## config.mk

```make
export PLATFORM = sky130hd
export DESIGN_NAME = morse_keyer_sequencer
export DESIGN_NICKNAME = d
export VERILOG_FILES = /design/src/rtl/morse_keyer_sequencer.sv
export SDC_FILE = /design/constraint.sdc
export NUM_CORES = 1
export LEC_CHECK = 0
export ABC_AREA = 1
export CAP_MARGIN = 30
export CORE_ASPECT_RATIO = 0.5
export CORE_MARGIN = 10
export CORE_UTILIZATION = 43
export CTS_CLUSTER_DIAMETER = 100
export DETAILED_ROUTE_END_ITERATION = 16
export GPL_TIMING_DRIVEN = 1
export PLACE_DENSITY = 0.58
export SYNTH_ARGS = -nofsm -noshare
export SYNTH_HDL_FRONTEND = slang
export SYNTH_SLANG_ARGS = --single-unit
export TNS_END_PERCENT = 10
```

## constraint.sdc

```tcl
create_clock -name clk -period 2.5 [get_ports clk]
set_input_delay 0.5 -clock clk [delete_from_list [all_inputs] [get_ports clk]]
set_output_delay 0.5 -clock clk [all_outputs]
set_load 0.02 [all_outputs]
```

## src/rtl/morse_keyer_sequencer.sv

```systemverilog
// Morse letter sequencer: turns captured symbol bits/count into a timed key
// signal with dot/dash/space/gap durations measured in UNIT_CYCLES clocks.
module morse_keyer_sequencer #(
  parameter int UNIT_CYCLES = 4,
  parameter int CNT_W       = 16
) (
  input  logic       clk,
  input  logic       rst_n,
  input  logic       in_valid,
  output logic       in_ready,
  input  logic [3:0] code,
  input  logic [2:0] len,
  input  logic       abort,
  output logic       key,
  output logic       busy,
  output logic       done
);

  localparam logic [2:0] S_IDLE   = 3'd0;
  localparam logic [2:0] S_MARK   = 3'd1;
  localparam logic [2:0] S_SPACE  = 3'd2;
  localparam logic [2:0] S_LGAP   = 3'd3;
  localparam logic [2:0] S_WSPACE = 3'd4;

  localparam logic [CNT_W-1:0] L_DOT  = CNT_W'(UNIT_CYCLES - 1);
  localparam logic [CNT_W-1:0] L_DASH = CNT_W'(3 * UNIT_CYCLES - 1);
  localparam logic [CNT_W-1:0] L_LGAP = CNT_W'(3 * UNIT_CYCLES - 1);
  localparam logic [CNT_W-1:0] L_WSP  = CNT_W'(7 * UNIT_CYCLES - 1);

  logic [2:0]       r_state;
  logic [CNT_W-1:0] r_cnt;
  logic [1:0]       r_idx;
  logic [3:0]       r_code;
  logic             r_key;
  logic             r_busy;
  logic             r_done;

  logic [2:0]       w_next_state;
  logic [CNT_W-1:0] w_next_cnt;
  logic [1:0]       w_next_idx;
  logic [3:0]       w_next_code;
  logic [1:0]       w_first_idx;
  logic             w_cnt_zero;

  assign in_ready = (r_state == S_IDLE);
  assign key      = r_key;
  assign busy     = r_busy;
  assign done     = r_done;

  assign w_cnt_zero = (r_cnt == '0);
  // len 5..7 behaves as 4, so the first symbol index saturates at 3
  assign w_first_idx = (len >= 3'd4) ? 2'd3 : (len[1:0] - 2'd1);

  always_comb begin
    w_next_state = r_state;
    w_next_cnt   = r_cnt;
    w_next_idx   = r_idx;
    w_next_code  = r_code;
    case (r_state)
      S_IDLE: begin
        if (in_valid) begin
          w_next_code = code;
          if (len == 3'd0) begin
            w_next_state = S_WSPACE;
            w_next_cnt   = L_WSP;
          end else begin
            w_next_state = S_MARK;
            w_next_idx   = w_first_idx;
            w_next_cnt   = code[w_first_idx] ? L_DASH : L_DOT;
          end
        end
      end
      S_MARK: begin
        if (w_cnt_zero) begin
          if (r_idx == 2'd0) begin
            w_next_state = S_LGAP;
            w_next_cnt   = L_LGAP;
          end else begin
            w_next_state = S_SPACE;
            w_next_cnt   = L_DOT;
          end
        end else begin
          w_next_cnt = r_cnt - CNT_W'(1);
        end
      end
      S_SPACE: begin
        if (w_cnt_zero) begin
          w_next_state = S_MARK;
          w_next_idx   = r_idx - 2'd1;
          w_next_cnt   = r_code[r_idx - 2'd1] ? L_DASH : L_DOT;
        end else begin
          w_next_cnt = r_cnt - CNT_W'(1);
        end
      end
      S_LGAP, S_WSPACE: begin
        if (w_cnt_zero) begin
          w_next_state = S_IDLE;
        end else begin
          w_next_cnt = r_cnt - CNT_W'(1);
        end
      end
      default: begin
        w_next_state = S_IDLE;
        w_next_cnt   = '0;
      end
    endcase
    if (abort && (r_state != S_IDLE)) begin
      w_next_state = S_IDLE;
      w_next_cnt   = '0;
    end
  end

  // Outputs are decoded from the next state so they are registered yet
  // aligned with the state they describe.
  always_ff @(posedge clk or negedge rst_n) begin
    if (!rst_n) begin
      r_state <= S_IDLE;
      r_cnt   <= '0;
      r_idx   <= '0;
      r_code  <= '0;
      r_key   <= 1'b0;
      r_busy  <= 1'b0;
      r_done  <= 1'b0;
    end else begin
      r_state <= w_next_state;
      r_cnt   <= w_next_cnt;
      r_idx   <= w_next_idx;
      r_code  <= w_next_code;
      r_key   <= (w_next_state == S_MARK);
      r_busy  <= (w_next_state != S_IDLE);
      r_done  <= ((w_next_state == S_LGAP) || (w_next_state == S_WSPACE))
                 && (w_next_cnt == '0);
    end
  end

endmodule

```

# Yosys cells after proc, flatten, opt, wreduce, memory -nomap -nowiden
# Cells that the tools add are included.
[word_totals]
out_inout_bits = 4
reg_bits = 28
elab_cells = 64
in_bits = 11
[classes]
n_eq_ne = 10
reduce_logical = 14
magnitude_cmp = 3
n_mux = 27
n_addsub = 3
[ops]
columns = ["cell", "count"]
rows = [
  ["two-way mux 16 bit", 5],
  ["case mux 16 bit (4 select lines)", 1],
  ["zero test 16 bit", 2],
  ["two-way mux 3 bit", 6],
  ["subtractor 16 x 1 -> 16 bit, second input constant", 1],
  ["two-way mux 4 bit", 3],
  ["case mux 3 bit (4 select lines)", 1],
  ["== test 3 x 2 -> 1 bit, second input constant", 3],
  ["two-way mux 2 bit", 4],
  ["== test 3 x 1 -> 1 bit, second input constant", 2],
  ["== test 3 bit, second input constant", 2],
  ["zero test 3 bit", 2],
  ["< comparator 2 x 3 -> 1 bit, second input constant", 2],
  ["!= test 2 bit, second input constant", 3],
  ["nonzero test 3 bit", 2],
  ["two-way mux 5 bit", 1],
  ["binary-select mux 1 bit (select 2 bit)", 2],
  ["case mux 2 bit (2 select lines)", 1],
  ["AND reduction 4 bit", 1],
  ["subtractor 2 x 1 -> 2 bit, second input constant", 2],
  [">= comparator 3 bit, second input constant", 1],
  ["two-way mux 1 bit", 3],
  ["logical AND 1 bit", 2],
  ["zero test 2 bit", 1],
  ["other kinds (4)", 4],
]

# Logic depth before layout (Yosys ltp)
[depth]
word_depth = 11
ltp_mapped = 15
depth_no_buf = 15

# Worst setup path before layout
# No wires, ideal clock.
[synth_timing]
path_type = "register to register"
startpoint = "register r_cnt[0]"
endpoint = "register r_done (netlist: done)"
stages_incl_launch_ff = 16
arrival_time_ps = 1976
period_less_slack_ps = 2047
n_path_buf = 0
required_time_ps = 2429
setup_time_ps = 71
path_slack_ps = 453
path_cell_list = "dfrtp_1 > inv_1 > ha_1 > nand2_4 > nor2_4 > nand2_1 > clkinv_1 > nand2_1 > ha_1 > nand2_1 > o211ai_1 > o21ai_1 > nand2_1 > nor2_1 > nand3_1 > nor2_1"
[synth_between]
elab_chain_cells = 7
elab_cells_between_ends = 18
classes_between = "add/sub: 1; eq/ne: 2; mux: 11; reduce/logical: 4"
[synth_lines]
columns = ["element", "line", "text"]
rows = [
  ["start, declared", "31", "logic [CNT_W-1:0] r_cnt;"],
  ["start signal, assigned", "126", "r_cnt <= w_next_cnt;"],
  ["branches (longest 6 deep; another with subtractor 16 x 1 -> 16 bit)", "n/a", ""],
  ["logical AND 1 bit (*)", "132", "&& (w_next_cnt == '0);"],
  ["end signal, assigned", "131", "r_done <= ((w_next_state == S_LGAP) || (w_next_state == S_WSPACE))"],
  ["end, declared", "36", "logic r_done;"],
]
# Mark *: on every way between the ends.
# A chain may end at the register's enable or synchronous reset.

# Worst setup path after layout
[layout_timing]
startpoint = "register r_state[1]"
endpoint = "output port in_ready"
[layout_between]
elab_chain_cells = 1
[layout_lines]
columns = ["element", "line", "text"]
rows = [
  ["start, declared", "30", "logic [2:0] r_state;"],
  ["start signal, assigned", "125", "r_state <= w_next_state;"],
  ["zero test 3 bit", "45", "assign in_ready = (r_state == S_IDLE);"],
  ["end, declared", "10", "output logic in_ready,"],
]
# No other way between the ends.

==> impl_metrics.csv <==
group,metric,value,unit
worst_setup_path,cp_num_buf_inv,2,
logic_synthesis,yosysSeqAreaShare,0.2969,
worst_setup_path,cpLargestDelayFamily,"buffers and inverters",
logic_synthesis,synth_warnings,0,
power,powerDensity,1303,mW/mm^2
clocking,holdBufCountCts,0,
timing,layout_min_cycle_time,2361,ps
worst_setup_path,cp.arrival,1860,ps
grt,grt_pass1_wl,10.53,mm
routing,drt_wl_total,5.992,mm
power,ir_worst_vdd,641.3,uV
layout,post-route-util,0.5206,
placement,dp.final_hpwl,4.761,mm
worst_setup_path,cpPeakStageDelay,610,ps
grt,antenna_found_initial,0,
routing,routedWlPerCell,13.81,um
worst_setup_path,required,2000,ps
worst_setup_path,worstPathCellList,"nor2_4, nand2_4, inv_4, clkdlybuf4s50_1",
clocking,cts_buffers,3,
timing,worst_slack,138.6,ps
clocking,clk_pin_slew_worst_paths,100,ps
timing,worst_pin_slew,380.1,ps
timing,relSlewSlack,0.7466,
worst_setup_path,end_kind,"output pin",
logic_synthesis,synth.most_common_cell,"nand2_1",
routing,drtAntennaViolNets,0,
die,start_util,0.4616,
placement,routabilityCongestion,0.8768,
grt,grt.total_usage,0.1370,
clocking,ctsResizeCount,0,
logic_synthesis,synth_area_leaders,"dfrtp_1, nand2_1, inv_1",
clocking,cts_sinks,28,
timing,setup_viol,0,
die,dieWidth,124.8,um
worst_setup_path,reg2reg_setup_slack,240,ps
worst_setup_path,critPathKind,"reg -> out",
layout,n_antenna_cell,0,
layout,multi_input_comb_area,0.001384,mm^2
power,p_leak,1.463,nW
clocking,clockBufferDepth,2,
layout,regArea,700.7,um^2
logic_synthesis,yosys-top-cells-count,"nand2_1, inv_1, nand3_1, dfrtp_1, nor2_1",
worst_setup_path,r2r-end,"done",
timing,rsz0062_at_grt,"false",
worst_hold_path,holdCritStartpoint,"r_code[0]",
flow_run,maxCapViolations,0,
worst_hold_path,hold_depth,2,
status,status,"finished clean",
worst_setup_path,crit_path_start_kind,"register",
die,dieHeight,72.38,um
layout,drive_above_1_share,0.1484,
clocking,post-cts-setup-buffer-count,0,
clocking,cts_htree_levels,1,
worst_setup_path,worst-path-stages,4,
clocking,clk_latency,290,ps
routing,drt_iter0_markers,180,
routing,avgViaCountPerCell,5.111,
logic_synthesis,ys_async_sr_fraction,1.000,
clocking,cts_tree,"done",
logic_synthesis,ys_seq_elements,28,
routing,drc,0,
placement,port-buffer-count,14,
routing,dr_total_vias,2218,
layout,stdcell_count,434,
worst_setup_path,timing.rr.start,"r_cnt[0]",
logic_synthesis,synth_cells,345,
die,die-area,0.009030,mm^2
clocking,cts_root_buf,"clkbuf_8",
worst_hold_path,min-delay-path-class,"reg -> reg",
placement,dp_slack,133.8,ps
timing,hold_violations,0,
logic_synthesis,ys.flop_type,"dfrtp_1",
worst_hold_path,whs_endpoint,"r_code[0]",
die,core.rowCount,18,
logic_synthesis,synth_area,0.002360,mm^2
worst_setup_path,crit_path_max_fanout,5,
layout,nFillCells,511,
grt,grt_overflow,0,
timing,clock_skew,9.191,ps
routing,first_pass_iters,5,
logic_synthesis,syn_area_per_cell,6.840,um^2
die,io_pins,15,
logic_synthesis,synth_nets,360,
timing,setup-tns-final,0,ps
layout,nNetsFinal,380,
grt,grt_pass1_vias,2160,
logic_synthesis,yosysTopAreaCell,"dfrtp_1",
grt,grt_max_degree,29,
worst_setup_path,critPathSlowestCell,"clkdlybuf4s50_1",
timing,fin_hold_ws,491.3,ps
logic_synthesis,netlist.area_leader.share,0.2969,
logic_synthesis,synth_edf_count,0,
placement,dpl.cell_count,430,
timing,fmax,423.5,MHz
timing,final_max_slew_viol_count,0,
logic_synthesis,synth_cell_type_count,34,
worst_setup_path,r2r_cells,15,
layout,area_growth_syn_to_layout,12.78,%
timing,period_share,0.9446,
die,core_area,0.005112,mm^2
==> state kept, by name, indices dropped and copies added, names as in the netlist <==
name,count
busy,1
done,1
key,1
r_cnt,16
r_code,4
r_idx,2
r_state,3
==> placed cells by master (no fill, tap or decap), drive strengths merged <==
cell / instances
nand2: 110
inv: 61
nand3: 45
nor2: 40
dfrtp: 28
o21ai: 16
clkdlybuf4s50: 14
nand4: 13
a21oi: 9
buf: 5
ha: 4
nor3: 3
clkbuf: 3
xor2: 2
o211ai: 2
a211oi: 2
clkinv: 2
o21bai: 1
o21a: 1
nand3b: 1
nor4: 1
bufinv: 1
==> report_power, final <==
group | internal (mW) | switching [mW]
clock network | 0.215 | 0.157
registers | 0.608 | 0.136
logic | 0.754 | 1.60
==> tightest hold or removal path, cell delays in order (launching register included) <==
cell	delay (ps)
dfrtp_1	360
nand2_1	50
o21ai_0	60
==> per-stage QoR <==
stage / area, um^2 / total power, mW
CTS: 2661 / 3.479
global placement: 2590 / 3.055
detailed placement: 2590 / 3.096
finish: 2661 / 3.467
floorplan: 2360 / 2.536
global route: 2661 / 3.819
==> final cells by class <==
cell class,count,share of cell area
timing repair buffer,19,0.06676
multi-input combinational,250,0.5200
clock inverter,1,0.01128
clock buffer,3,0.01551
sequential,28,0.2633
tap,70,0.03291
inverter,63,0.09027
==> worst max-delay path by stage <==
stage / startpoint / end / slack (ps)
floorplan: r_cnt[0] / done / 450
global placement: len[0] / done / 230
detailed placement: len[0] / done / 130
CTS: r_state[1] / in_ready / 120
global route: r_cnt[0] / done / 20
finish: r_state[1] / in_ready / 140
==> cell families (layout without fill, tap and decap cells) <==
family / count (synthesis) / count (layout) / synth area share
AO/OA/AOI/OAI: 31 / 31 / 0.07688
flip-flops: 28 / 28 / 0.2969
AND/OR/NAND/NOR: 213 / 213 / 0.4809
adder cells (fa/ha/maj): 4 / 4 / 0.02121
XOR/XNOR: 2 / 2 / 0.007424
buffers and inverters: 67 / 86 / 0.1166
==> metal layers <==
layer / vias up / global-route usage / share of wire
met5: - / 0 / 0
met4: 0 / 0.01797 / 0.0018
met3: 2 / 0.03553 / 0.068
met2: 65 / 0.2198 / 0.43
met1: 1015 / 0.1851 / 0.50
li1: 1136 / - / -
(Power assumes the default switching activity.)
